--- config.mk ---
export PLATFORM = sky130hd
export DESIGN_NAME = layer4_sched_flat
export DESIGN_NICKNAME = d
export VERILOG_FILES = /design/src/rtl/nn_pkg.sv /design/src/rtl/layer4_sched_if.sv /design/src/rtl/mac4.sv /design/src/rtl/layer4_sched.sv /design/src/flat_wrapper.sv
export SDC_FILE = /design/constraint.sdc
export NUM_CORES = 1
export LEC_CHECK = 0
export BUFFER_PORTS_ARGS = -buffer_cell sky130_fd_sc_hd__buf_2
export CORE_ASPECT_RATIO = 1.25
export CORE_MARGIN = 2
export CORE_UTILIZATION = 55
export CTS_BUF_LIST = sky130_fd_sc_hd__clkbuf_8
export CTS_CLUSTER_DIAMETER = 40
export DETAILED_ROUTE_END_ITERATION = 16
export PLACE_DENSITY_LB_ADDON = 0.08
export SYNTH_ARGS = -nofsm -noshare
export SYNTH_HDL_FRONTEND = slang
export SYNTH_SLANG_ARGS = --single-unit
--- constraint.sdc ---
create_clock -name clk -period 24.9 [get_ports clk]
set_clock_uncertainty 0.05 [all_clocks]
set_input_delay 4.98 -clock clk [delete_from_list [all_inputs] [get_ports clk]]
set_output_delay 4.98 -clock clk [all_outputs]
set_load 0.02 [all_outputs]
--- src/rtl/nn_pkg.sv ---
// Shared definitions for the neural-layer blocks.
//   BW_DEF / ACCW_DEF : default operand width and accumulator/bias width.
//   S_* / state_e     : 3-bit encoding of the layer sequencer FSM states.
//   sext_acc()        : widens an accumulator-width value by one sign bit so
//                       sum + bias can be formed without overflow.
package nn_pkg;

    localparam int BW_DEF   = 8;
    localparam int ACCW_DEF = 2 * BW_DEF + 2;

    localparam logic [2:0] S_IDLE  = 3'd0;
    localparam logic [2:0] S_ISSUE = 3'd1;
    localparam logic [2:0] S_WAIT  = 3'd2;
    localparam logic [2:0] S_ACT   = 3'd3;
    localparam logic [2:0] S_FIN   = 3'd4;

    typedef enum logic [2:0] {
        ST_IDLE  = S_IDLE,
        ST_ISSUE = S_ISSUE,
        ST_WAIT  = S_WAIT,
        ST_ACT   = S_ACT,
        ST_FIN   = S_FIN
    } state_e;

    // Sized for the package default accumulator width.
    function automatic logic signed [ACCW_DEF:0] sext_acc(input logic signed [ACCW_DEF-1:0] v);
        return {v[ACCW_DEF-1], v};
    endfunction

endpackage

--- src/rtl/layer4_sched_if.sv ---
// Host-side bundle of the layer sequencer.
//   master : drives config writes (cfg_*, bias_*), start and x_in;
//            observes busy, done and y.
//   slave  : the sequencer side (direction-reversed).
// Handshake: start is a request sampled only while busy is low; the
// run it launches ends with a single-cycle done, in which y already
// carries the new result. There is no back-pressure on done.
interface layer4_sched_if
    import nn_pkg::*;
#(
    parameter int BW      = BW_DEF,
    parameter int NEURONS = 4
);
    localparam int NW   = $clog2(NEURONS);
    localparam int ACCW = 2 * BW + 2;

    logic                cfg_we;
    logic [NW+1:0]       cfg_addr;
    logic [BW-1:0]       cfg_wdata;
    logic                bias_we;
    logic [ACCW-1:0]     bias_wdata;
    logic                start;
    logic [4*BW-1:0]     x_in;
    logic                busy;
    logic                done;
    logic [NEURONS-1:0]  y;

    modport master (
        output cfg_we, cfg_addr, cfg_wdata, bias_we, bias_wdata, start, x_in,
        input  busy, done, y
    );

    modport slave (
        input  cfg_we, cfg_addr, cfg_wdata, bias_we, bias_wdata, start, x_in,
        output busy, done, y
    );

endinterface

--- src/rtl/mac4.sv ---
// Four-tap signed dot-product unit with a fixed latency.
//   start_i : operands w_i/x_i are captured on this pulse.
//   done_o  : high for one cycle, LAT cycles after start_i was sampled;
//             sum_o is valid from then until the next start_i.
//   sum_o   : w0*x0 + w1*x1 + w2*x2 + w3*x3, 2*BW+2 bits signed.
module mac4 #(
    parameter int BW  = 8,
    parameter int LAT = 2
) (
    input  logic                   clk,
    input  logic                   rst,
    input  logic                   start_i,
    input  logic [4*BW-1:0]        w_i,
    input  logic [4*BW-1:0]        x_i,
    output logic                   done_o,
    output logic signed [2*BW+1:0] sum_o
);
    localparam int SW = 2 * BW + 2;
    localparam int CW = $clog2(LAT + 1);

    logic [2*BW-1:0] prod [4];
    logic [SW-1:0]   dot;
    logic [SW-1:0]   sum_q;
    logic [CW-1:0]   cnt_q;

    // Operands are sign-extended to 2*BW before multiplying so the low
    // 2*BW bits of the product are the exact signed product.
    always_comb begin
        dot = '0;
        for (int k = 0; k < 4; k++) begin
            prod[k] = {{BW{w_i[k*BW+BW-1]}}, w_i[k*BW +: BW]} *
                      {{BW{x_i[k*BW+BW-1]}}, x_i[k*BW +: BW]};
            dot = dot + {{2{prod[k][2*BW-1]}}, prod[k]};
        end
    end

    always_ff @(posedge clk) begin
        if (rst) begin
            sum_q <= '0;
            cnt_q <= '0;
        end else if (start_i) begin
            sum_q <= dot;
            cnt_q <= CW'(LAT);
        end else if (cnt_q != '0) begin
            cnt_q <= cnt_q - CW'(1);
        end
    end

    assign done_o = (cnt_q == CW'(1));
    assign sum_o  = sum_q;

endmodule

--- src/rtl/layer4_sched.sv ---
// Evaluates a layer of NEURONS four-input threshold perceptrons on one
// shared mac4. Weights (NEURONS*4 x BW) and biases (NEURONS x ACCW) live
// in local register stores written through the cfg port while idle.
//   clk, rst    : clock, synchronous active-high reset (also resets mac4).
//   bus (slave) : config writes, start/x_in request, busy/done/y result.
//   dbg_state_o : current sequencer state.
// Per neuron: ISSUE (1) + WAIT (MAC_LAT) + ACT (1); FIN commits y.
module layer4_sched
    import nn_pkg::*;
#(
    parameter int BW      = BW_DEF,
    parameter int NEURONS = 4,
    parameter int MAC_LAT = 2
) (
    input  logic            clk,
    input  logic            rst,
    layer4_sched_if.slave   bus,
    output state_e          dbg_state_o
);
    localparam int NW   = $clog2(NEURONS);
    localparam int ACCW = 2 * BW + 2;

    state_e                 state_q, state_d;
    logic [NW-1:0]          n_q, n_d;
    logic [NEURONS-1:0]     shadow_q, shadow_d;
    logic [NEURONS-1:0]     y_q;
    logic [4*BW-1:0]        x_q;
    logic signed [ACCW-1:0] sum_q;
    logic signed [BW-1:0]   w_q [NEURONS*4];
    logic signed [ACCW-1:0] b_q [NEURONS];

    logic                   mac_start;
    logic                   mac_done;
    logic signed [ACCW-1:0] mac_sum;
    logic [4*BW-1:0]        mac_w;
    logic signed [ACCW:0]   act_sum;
    logic                   last_n;
    logic                   idle;

    assign idle   = (state_q == ST_IDLE);
    assign last_n = (n_q == NW'(NEURONS - 1));

    // Weights of the current neuron; n_q is stable through ISSUE/WAIT so
    // the mac operands do not move while a job is outstanding.
    always_comb begin
        mac_w = '0;
        for (int k = 0; k < 4; k++) begin
            mac_w[k*BW +: BW] = w_q[{n_q, 2'(k)}];
        end
    end

    // One guard bit: sum + bias cannot overflow, and zero counts as firing.
    assign act_sum = sext_acc(sum_q) + sext_acc(b_q[n_q]);

    always_comb begin
        state_d   = state_q;
        n_d       = n_q;
        shadow_d  = shadow_q;
        mac_start = 1'b0;
        case (state_q)
            ST_IDLE: begin
                if (bus.start) begin
                    n_d     = '0;
                    state_d = ST_ISSUE;
                end
            end
            ST_ISSUE: begin
                mac_start = 1'b1;
                state_d   = ST_WAIT;
            end
            ST_WAIT: begin
                if (mac_done) state_d = ST_ACT;
            end
            ST_ACT: begin
                shadow_d[n_q] = ~act_sum[ACCW];
                if (last_n) begin
                    state_d = ST_FIN;
                end else begin
                    n_d     = n_q + NW'(1);
                    state_d = ST_ISSUE;
                end
            end
            ST_FIN:  state_d = ST_IDLE;
            default: state_d = ST_IDLE;
        endcase
    end

    always_ff @(posedge clk) begin
        if (rst) begin
            state_q  <= ST_IDLE;
            n_q      <= '0;
            shadow_q <= '0;
            y_q      <= '0;
            x_q      <= '0;
            sum_q    <= '0;
            for (int i = 0; i < NEURONS * 4; i++) w_q[i] <= '0;
            for (int i = 0; i < NEURONS; i++)     b_q[i] <= '0;
        end else begin
            state_q  <= state_d;
            n_q      <= n_d;
            shadow_q <= shadow_d;
            if (idle && bus.start)                x_q <= bus.x_in;
            if (state_q == ST_WAIT && mac_done)   sum_q <= mac_sum;
            // y is committed on entry to FIN so it appears together with done.
            if (state_q == ST_ACT && last_n)      y_q <= shadow_d;
            if (idle && bus.cfg_we)               w_q[bus.cfg_addr] <= bus.cfg_wdata;
            if (idle && bus.bias_we)              b_q[bus.cfg_addr[NW+1:2]] <= bus.bias_wdata;
        end
    end

    mac4 #(
        .BW  (BW),
        .LAT (MAC_LAT)
    ) u_mac4 (
        .clk     (clk),
        .rst     (rst),
        .start_i (mac_start),
        .w_i     (mac_w),
        .x_i     (x_q),
        .done_o  (mac_done),
        .sum_o   (mac_sum)
    );

    assign bus.busy    = ~idle;
    assign bus.done    = (state_q == ST_FIN);
    assign bus.y       = y_q;
    assign dbg_state_o = state_q;

endmodule

--- src/flat_wrapper.sv ---
// flat-port wrapper written by rule: the top's interface ports become plain ports
module layer4_sched_flat import nn_pkg::*;
#(
    parameter int BW      = BW_DEF,
    parameter int NEURONS = 4,
    parameter int MAC_LAT = 2
)
  (clk, rst, dbg_state_o, bus_cfg_we, bus_cfg_addr, bus_cfg_wdata, bus_bias_we, bus_bias_wdata, bus_start, bus_x_in, bus_busy, bus_done, bus_y);
  layer4_sched_if #(.BW(BW), .NEURONS(NEURONS)) bus_i ();
  input  logic clk;
  input  logic rst;
  output state_e dbg_state_o;
  input wire logic [$bits(bus_i.cfg_we)-1:0] bus_cfg_we;
  input wire logic [$bits(bus_i.cfg_addr)-1:0] bus_cfg_addr;
  input wire logic [$bits(bus_i.cfg_wdata)-1:0] bus_cfg_wdata;
  input wire logic [$bits(bus_i.bias_we)-1:0] bus_bias_we;
  input wire logic [$bits(bus_i.bias_wdata)-1:0] bus_bias_wdata;
  input wire logic [$bits(bus_i.start)-1:0] bus_start;
  input wire logic [$bits(bus_i.x_in)-1:0] bus_x_in;
  output wire logic [$bits(bus_i.busy)-1:0] bus_busy;
  output wire logic [$bits(bus_i.done)-1:0] bus_done;
  output wire logic [$bits(bus_i.y)-1:0] bus_y;
  assign bus_i.cfg_we = bus_cfg_we;
  assign bus_i.cfg_addr = bus_cfg_addr;
  assign bus_i.cfg_wdata = bus_cfg_wdata;
  assign bus_i.bias_we = bus_bias_we;
  assign bus_i.bias_wdata = bus_bias_wdata;
  assign bus_i.start = bus_start;
  assign bus_i.x_in = bus_x_in;
  assign bus_busy = bus_i.busy;
  assign bus_done = bus_i.done;
  assign bus_y = bus_i.y;
  layer4_sched #(.BW(BW), .NEURONS(NEURONS), .MAC_LAT(MAC_LAT)) u_core (.clk(clk), .rst(rst), .bus(bus_i), .dbg_state_o(dbg_state_o));
endmodule
# After elaboration in Yosys (flattened, before gate mapping)
# Memory sizes are Yosys's and may differ from the RTL's. A register that Yosys moved wholly into a read port is not among the register bits.
# Index checks and enable logic that the tools add are counted.
# totals
regBits,83
mem_bits_rw,200
inputBits,67
out_inout_bits,9
elab_cells,87
memories,2
# mem_list
memory,words,width,read_ports,rd_clocked_by_memory_dff,wr,line_no,text
u_core.w_q,16,8,4,4,16,layer4_sched.sv:29,logic signed [BW-1:0] w_q [NEURONS*4];
u_core.b_q,4,18,1,1,4,layer4_sched.sv:30,logic signed [ACCW-1:0] b_q [NEURONS];
# classes
add_sub_neg,6
n_mul,4
magnitude_cmp,2
n_eq_ne,9
muxes,38
n_bitwise,2
reduce_logical,15
# op_table
cell,n
multiplier 8 x 8 -> 16 bit,4
two-way mux 4 bit,10
adder 18 x 18 -> 19 bit,1
adder 17 x 16 -> 18 bit,1
adder 18 bit,1
two-way mux 18 bit,1
OR reduction 18 bit,1
adder 16 x 16 -> 17 bit,1
two-way mux 2 bit,7
two-way mux 1 bit,12
one-hot mux 3 bit (4 select lines),1
two-way mux 3 bit,3
two-way mux 8 bit,1
OR reduction 8 bit,1
equality test 3 x 2 -> 1 bit (second input constant),2
logical AND 1 bit,6
nonzero test 2 bit,3
bitwise mux 4 bit,1
!= test 2 bit (second input constant),2
one-hot mux 2 bit (2 select lines),1
equality test 3 x 1 -> 1 bit (second input constant),1
equality test 3 bit (second input constant),1
zero test 3 bit,1
less-than comparator 2 x 3 -> 1 bit (second input constant),1
other kinds (11),12

# Depth between registers and ports, before layout
# depth
word_depth,7
depth_mapped,37
depth_no_buf,34

# Hierarchy
# From an unflattened synthesis, not the netlist that was laid out.
# hier_totals
hier_cells,2149
hier_area_um2,23727.8
# by_module_without_submodules
module,instances,cells_each,area_each_um2,seq_area_each_um2
mac4,1,1261,12015.3,400.4
layer4_sched,1,888,11712.5,7287.0

# Worst setup path before layout
# Ideal clock, no wire load.
# synth_path
path_kind,flip-flop to flip-flop
startpoint,reg (tool-made name)
endpoint,"reg u_core.u_mac4.sum_q[15], in the netlist u_core.u_mac4.sum_o[15]"
setup_ps,91
arrival_time_ps,8900
required_time_ps,24759
slack_ps,15859
stages_incl_launch_ff,33
n_path_buf,2
synth_period_minus_slack_ps,9041
path_cell_list,dfxtp_1 clkbuf_2 buf_2 mux4_2 and2_1 fa_1 inv_1 fa_1 inv_1 fa_1 inv_1 fa_1 inv_1 ha_1 xnor2_1 fa_1 fa_1 inv_1 fa_1 inv_1 ha_1 inv_1 fa_1 fa_1 fa_1 inv_1 ha_1 a21oi_1 nor2b_1 a311o_1 a211oi_2 o21ai_1 a311oi_1
# synth_lines
element,line_no,text
"end signal, assigned",mac4.sv:42,sum_q <= dot;
"end, declared",mac4.sv:23,logic [SW-1:0] sum_q;

==> impl_results.md <==
- Outcome: finished, final reports clean
- Worst hold path class: flip-flop to flip-flop
- Max-Cap Viols: 0
- Slew at the pin closest to its max-slew limit: 0.887 ns
- First drt pass iteration count: 5
- Leakage: 0.0112 µW
- Layout cells sized above 1: 10.5%
- Pre-CTS setup slack: 15.20 ns
- Final setup TNS: 0 ns
- Tot GR Track Use: 26.0%
- CTS H-Tree Depth: 2
- Arr. time, crit path: 10.17 ns
- Vias post-DR: 15,100
- Power per cell area: 74.8 nW/µm²
- Synth cell types: 58
- Clock-pin slew on the worst setup and hold paths: 0.06 ns
- Routability cong.: 0.897
- Worst reg2reg path depth: 32
- Vias in the first global route: 16,700
- CP Launch Type: flip-flop
- Final setup margin: 15.22 ns
- Peak VDD IR: 57.4 µV
- Register bit total from synthesis: 284
- Buffers on Ports: 75
- Crit path to: u_core.u_mac4.sum_o[17]
- CP Buf/Inv Count: 8
- Boundary Pins: 76
- RSZ-0062 raised after global routing: no
- Die X-Extent: 189 µm
- Hold Vio Cnt, Final: 0
- Syn Area/Cell: 10.8 µm²
- Initial antenna violation count: 2
- Final nets: 2,736
- Clk_lat worst skew: 0.64 ns
- Rows: 84
- Total gr overflow: 0
- Delay-heaviest family, CP: adder cells
- HPWL Detailed: 43,400 µm
- WL final: 54,400 µm
- CP Capture Type: flip-flop
- Drt wl/cell: 19.2 µm
- Area Overhead vs Synth: 7.68%
- Starting Density: 55.9%
- Final Power: 1900 µW
- CP max FO: 27
- Most used DFF post-synth: edfxtp_1
- CORE AREA: 42,100 µm²
- Fin. max-slew vios: 0
- FF-to-FF End: u_core.u_mac4.sum_o[17]
- Net Count, Synth: 2,682
- Post-cts resize count: 0
- Post-Syn Area: 23,600 µm²
- CTS max path bufs: 3
- Worst R2R Setup Slack: 15.22 ns
- Max frequency: 0.103 GHz
- CP Depth: 32
- CTS Buf Count: 50
- Hold buffer count at CTS: 0
- Slowest CP cell: dfxtp_4
- Vias/cell: 5.33
- DRC: 0
- Largest net degree at the start of global routing: 73
- Ys async rst share: 0%
- Crit path required time: 25.40 ns
- First-pass GRT wire length: 88,600 µm
- Drt first-iter violations: 532
- Critical Path Max Stage Delay: 0.71 ns
- Setup violations, final: 0
- CP Class: flip-flop to flip-flop
- Die H: 235 µm
- CTS tree: built
- Die area: 44,500 µm²
- Sequential fraction of the synthesis area: 32.6%
- Max-slew headroom: 40.9%
- Post-Syn Instances: 2,172
- Ys Warns: 0
- Post CTS Setup Buffer Count: 0
- Final min period: 9.68 ns
- ANT nets after route: 0
- Post-synth EDFFs: 200
- CTS sink count: 284
- Root buffer cell: clkbuf_8
- Period utilization: 38.9%
## where the power goes
group	internal (µW)	switching [µW]
registers	532	21.5
clock network	212	200
logic	388	544
total	1130	765
## cell families after synthesis
group | count (synthesis) | share of synthesized area (%)
flip-flops | 284 | 32.6
XOR/XNOR | 42 | 1.56
buffers and inverters | 478 | 7.66
multiplexers | 51 | 4.82
AO/OA/AOI/OAI | 157 | 4.21
adder cells (fa/ha/maj) | 443 | 33.2
AND/OR/NAND/NOR | 717 | 15.9
## worst min path at each step
| stage | from | end | slack (ns) | cells past startpoint |
|---|---|---|---|---|
| detailed placement | u_core.u_mac4.cnt_q[0] | u_core.u_mac4.cnt_q[0] | 0.39 | 1 |
| floorplan | u_core.u_mac4.cnt_q[0] | u_core.u_mac4.cnt_q[0] | 0.37 | 1 |
| global route | u_core.u_mac4.sum_o[8] | u_core.u_mac4.sum_o[8] | 0.43 | 2 |
| finish | u_core.bus.y[3] | u_core.bus.y[3] | 0.41 | 2 |
| CTS | u_core.u_mac4.sum_o[10] | u_core.u_mac4.sum_o[10] | 0.41 | 2 |
| global placement | u_core.u_mac4.cnt_q[0] | u_core.u_mac4.cnt_q[0] | 0.38 | 1 |
## metal layers
layer,GRT usage [%],vias up,part of all wire [%]
met5,0,-,0.024
met4,8.81,2,3.3
met3,5.16,115,5.0
met2,47.5,317,53
met1,30.1,7614,39
li1,-,7026,-
## worst min-delay path, delay by kind of cell, from the launching register on
kind,cells,cell delay [ns]
AOI/OAI and AO/OA,1,0.05
DFF,1,0.31
and+or+nand+nor,1,0.05
## layout make-up
class,count,area [µm²]
fillers,3580,16800
multi-input cells,1410,14100
flip-flops and latches,284,7690
inverters,395,1480
clock buffers,54,743
well taps,559,699
repair buffers,85,453
clock inverters,38,220
diodes,2,5.00
## cell usage after synthesis, types with 3 or more instances
master / instances / area [µm²]
a211oi_2: 3 / 37.5
a21o_1: 13 / 97.6
a21oi_1: 81 / 405
a311oi_1: 5 / 43.8
and2_1: 270 / 1690
and3_1: 55 / 344
buf_1: 14 / 52.6
buf_2: 7 / 35.0
clkbuf_1: 60 / 225
dfxtp_1: 84 / 1680
edfxtp_1: 200 / 6010
fa_1: 303 / 6070
ha_1: 140 / 1750
inv_1: 393 / 1480
mux4_2: 50 / 1130
nand2_1: 254 / 953
nand2b_1: 19 / 119
nand3_1: 3 / 15.0
nand3b_1: 4 / 30.0
nand4_1: 8 / 50.1
nor2_1: 53 / 199
nor2b_1: 9 / 56.3
nor3_1: 6 / 30.0
nor3_2: 5 / 50.1
o211ai_1: 5 / 37.5
o21a_1: 9 / 67.6
o21ai_0: 10 / 50.1
o21ai_1: 8 / 40.0
o21bai_1: 3 / 22.5
or2_2: 17 / 106
or3_1: 3 / 18.8
xnor2_1: 35 / 307
xor2_1: 7 / 61.3
## cell usage in the layout, fill, tap and decap left out, types with 3 or more instances in the layout
cell type / Yosys / routed
inv_1: 393 / 416
fa_1: 303 / 303
and2_1: 270 / 270
nand2_1: 254 / 254
edfxtp_1: 200 / 200
ha_1: 140 / 140
dfxtp_1: 84 / 82
a21oi_1: 81 / 81
buf_2: 7 / 74
and3_1: 55 / 55
clkbuf_8: 0 / 54
nor2_1: 53 / 53
mux4_2: 50 / 50
xnor2_1: 35 / 35
nand2b_1: 19 / 19
or2_2: 17 / 17
a21o_1: 13 / 13
buf_4: 0 / 11
o21ai_0: 10 / 10
o21a_1: 9 / 9
nor2b_1: 9 / 8
nand4_1: 8 / 8
o21ai_1: 8 / 8
xor2_1: 7 / 7
clkinv_1: 1 / 6
nor3_1: 6 / 6
a311oi_1: 5 / 5
o211ai_1: 5 / 5
nor3_2: 5 / 5
nand3b_1: 4 / 4
clkinv_4: 0 / 4
o21bai_1: 3 / 3
or3_1: 3 / 3
nand3_1: 3 / 3
a211oi_2: 3 / 3
## stage by stage
step	area, µm²	hold WS (ns)	util [%]	std cells
after detailed placement	24400	0.393	57.9	2733
after CTS	25400	0.407	60.2	2825
after floorplan	23600	0.366	-	2172
final	25400	0.405	60.2	2827
after global placement	24400	0.379	57.9	2733
after global routing	25400	0.428	60.2	2825
## flip-flops by register name, summed over array words and instances (netlist names), named ones only
signal and flops:
u_core.u_mac4.sum_o 18, u_core.b_q 72, u_core.dbg_state_o 3, u_core.w_q 128, u_core.n_q 2, u_core.x_q 32, u_core.shadow_q 3, u_core.bus.y 4
u_core.sum_q 18, u_core.u_mac4.cnt_q 2
Note: power is estimated with default switching activity, not from simulation.
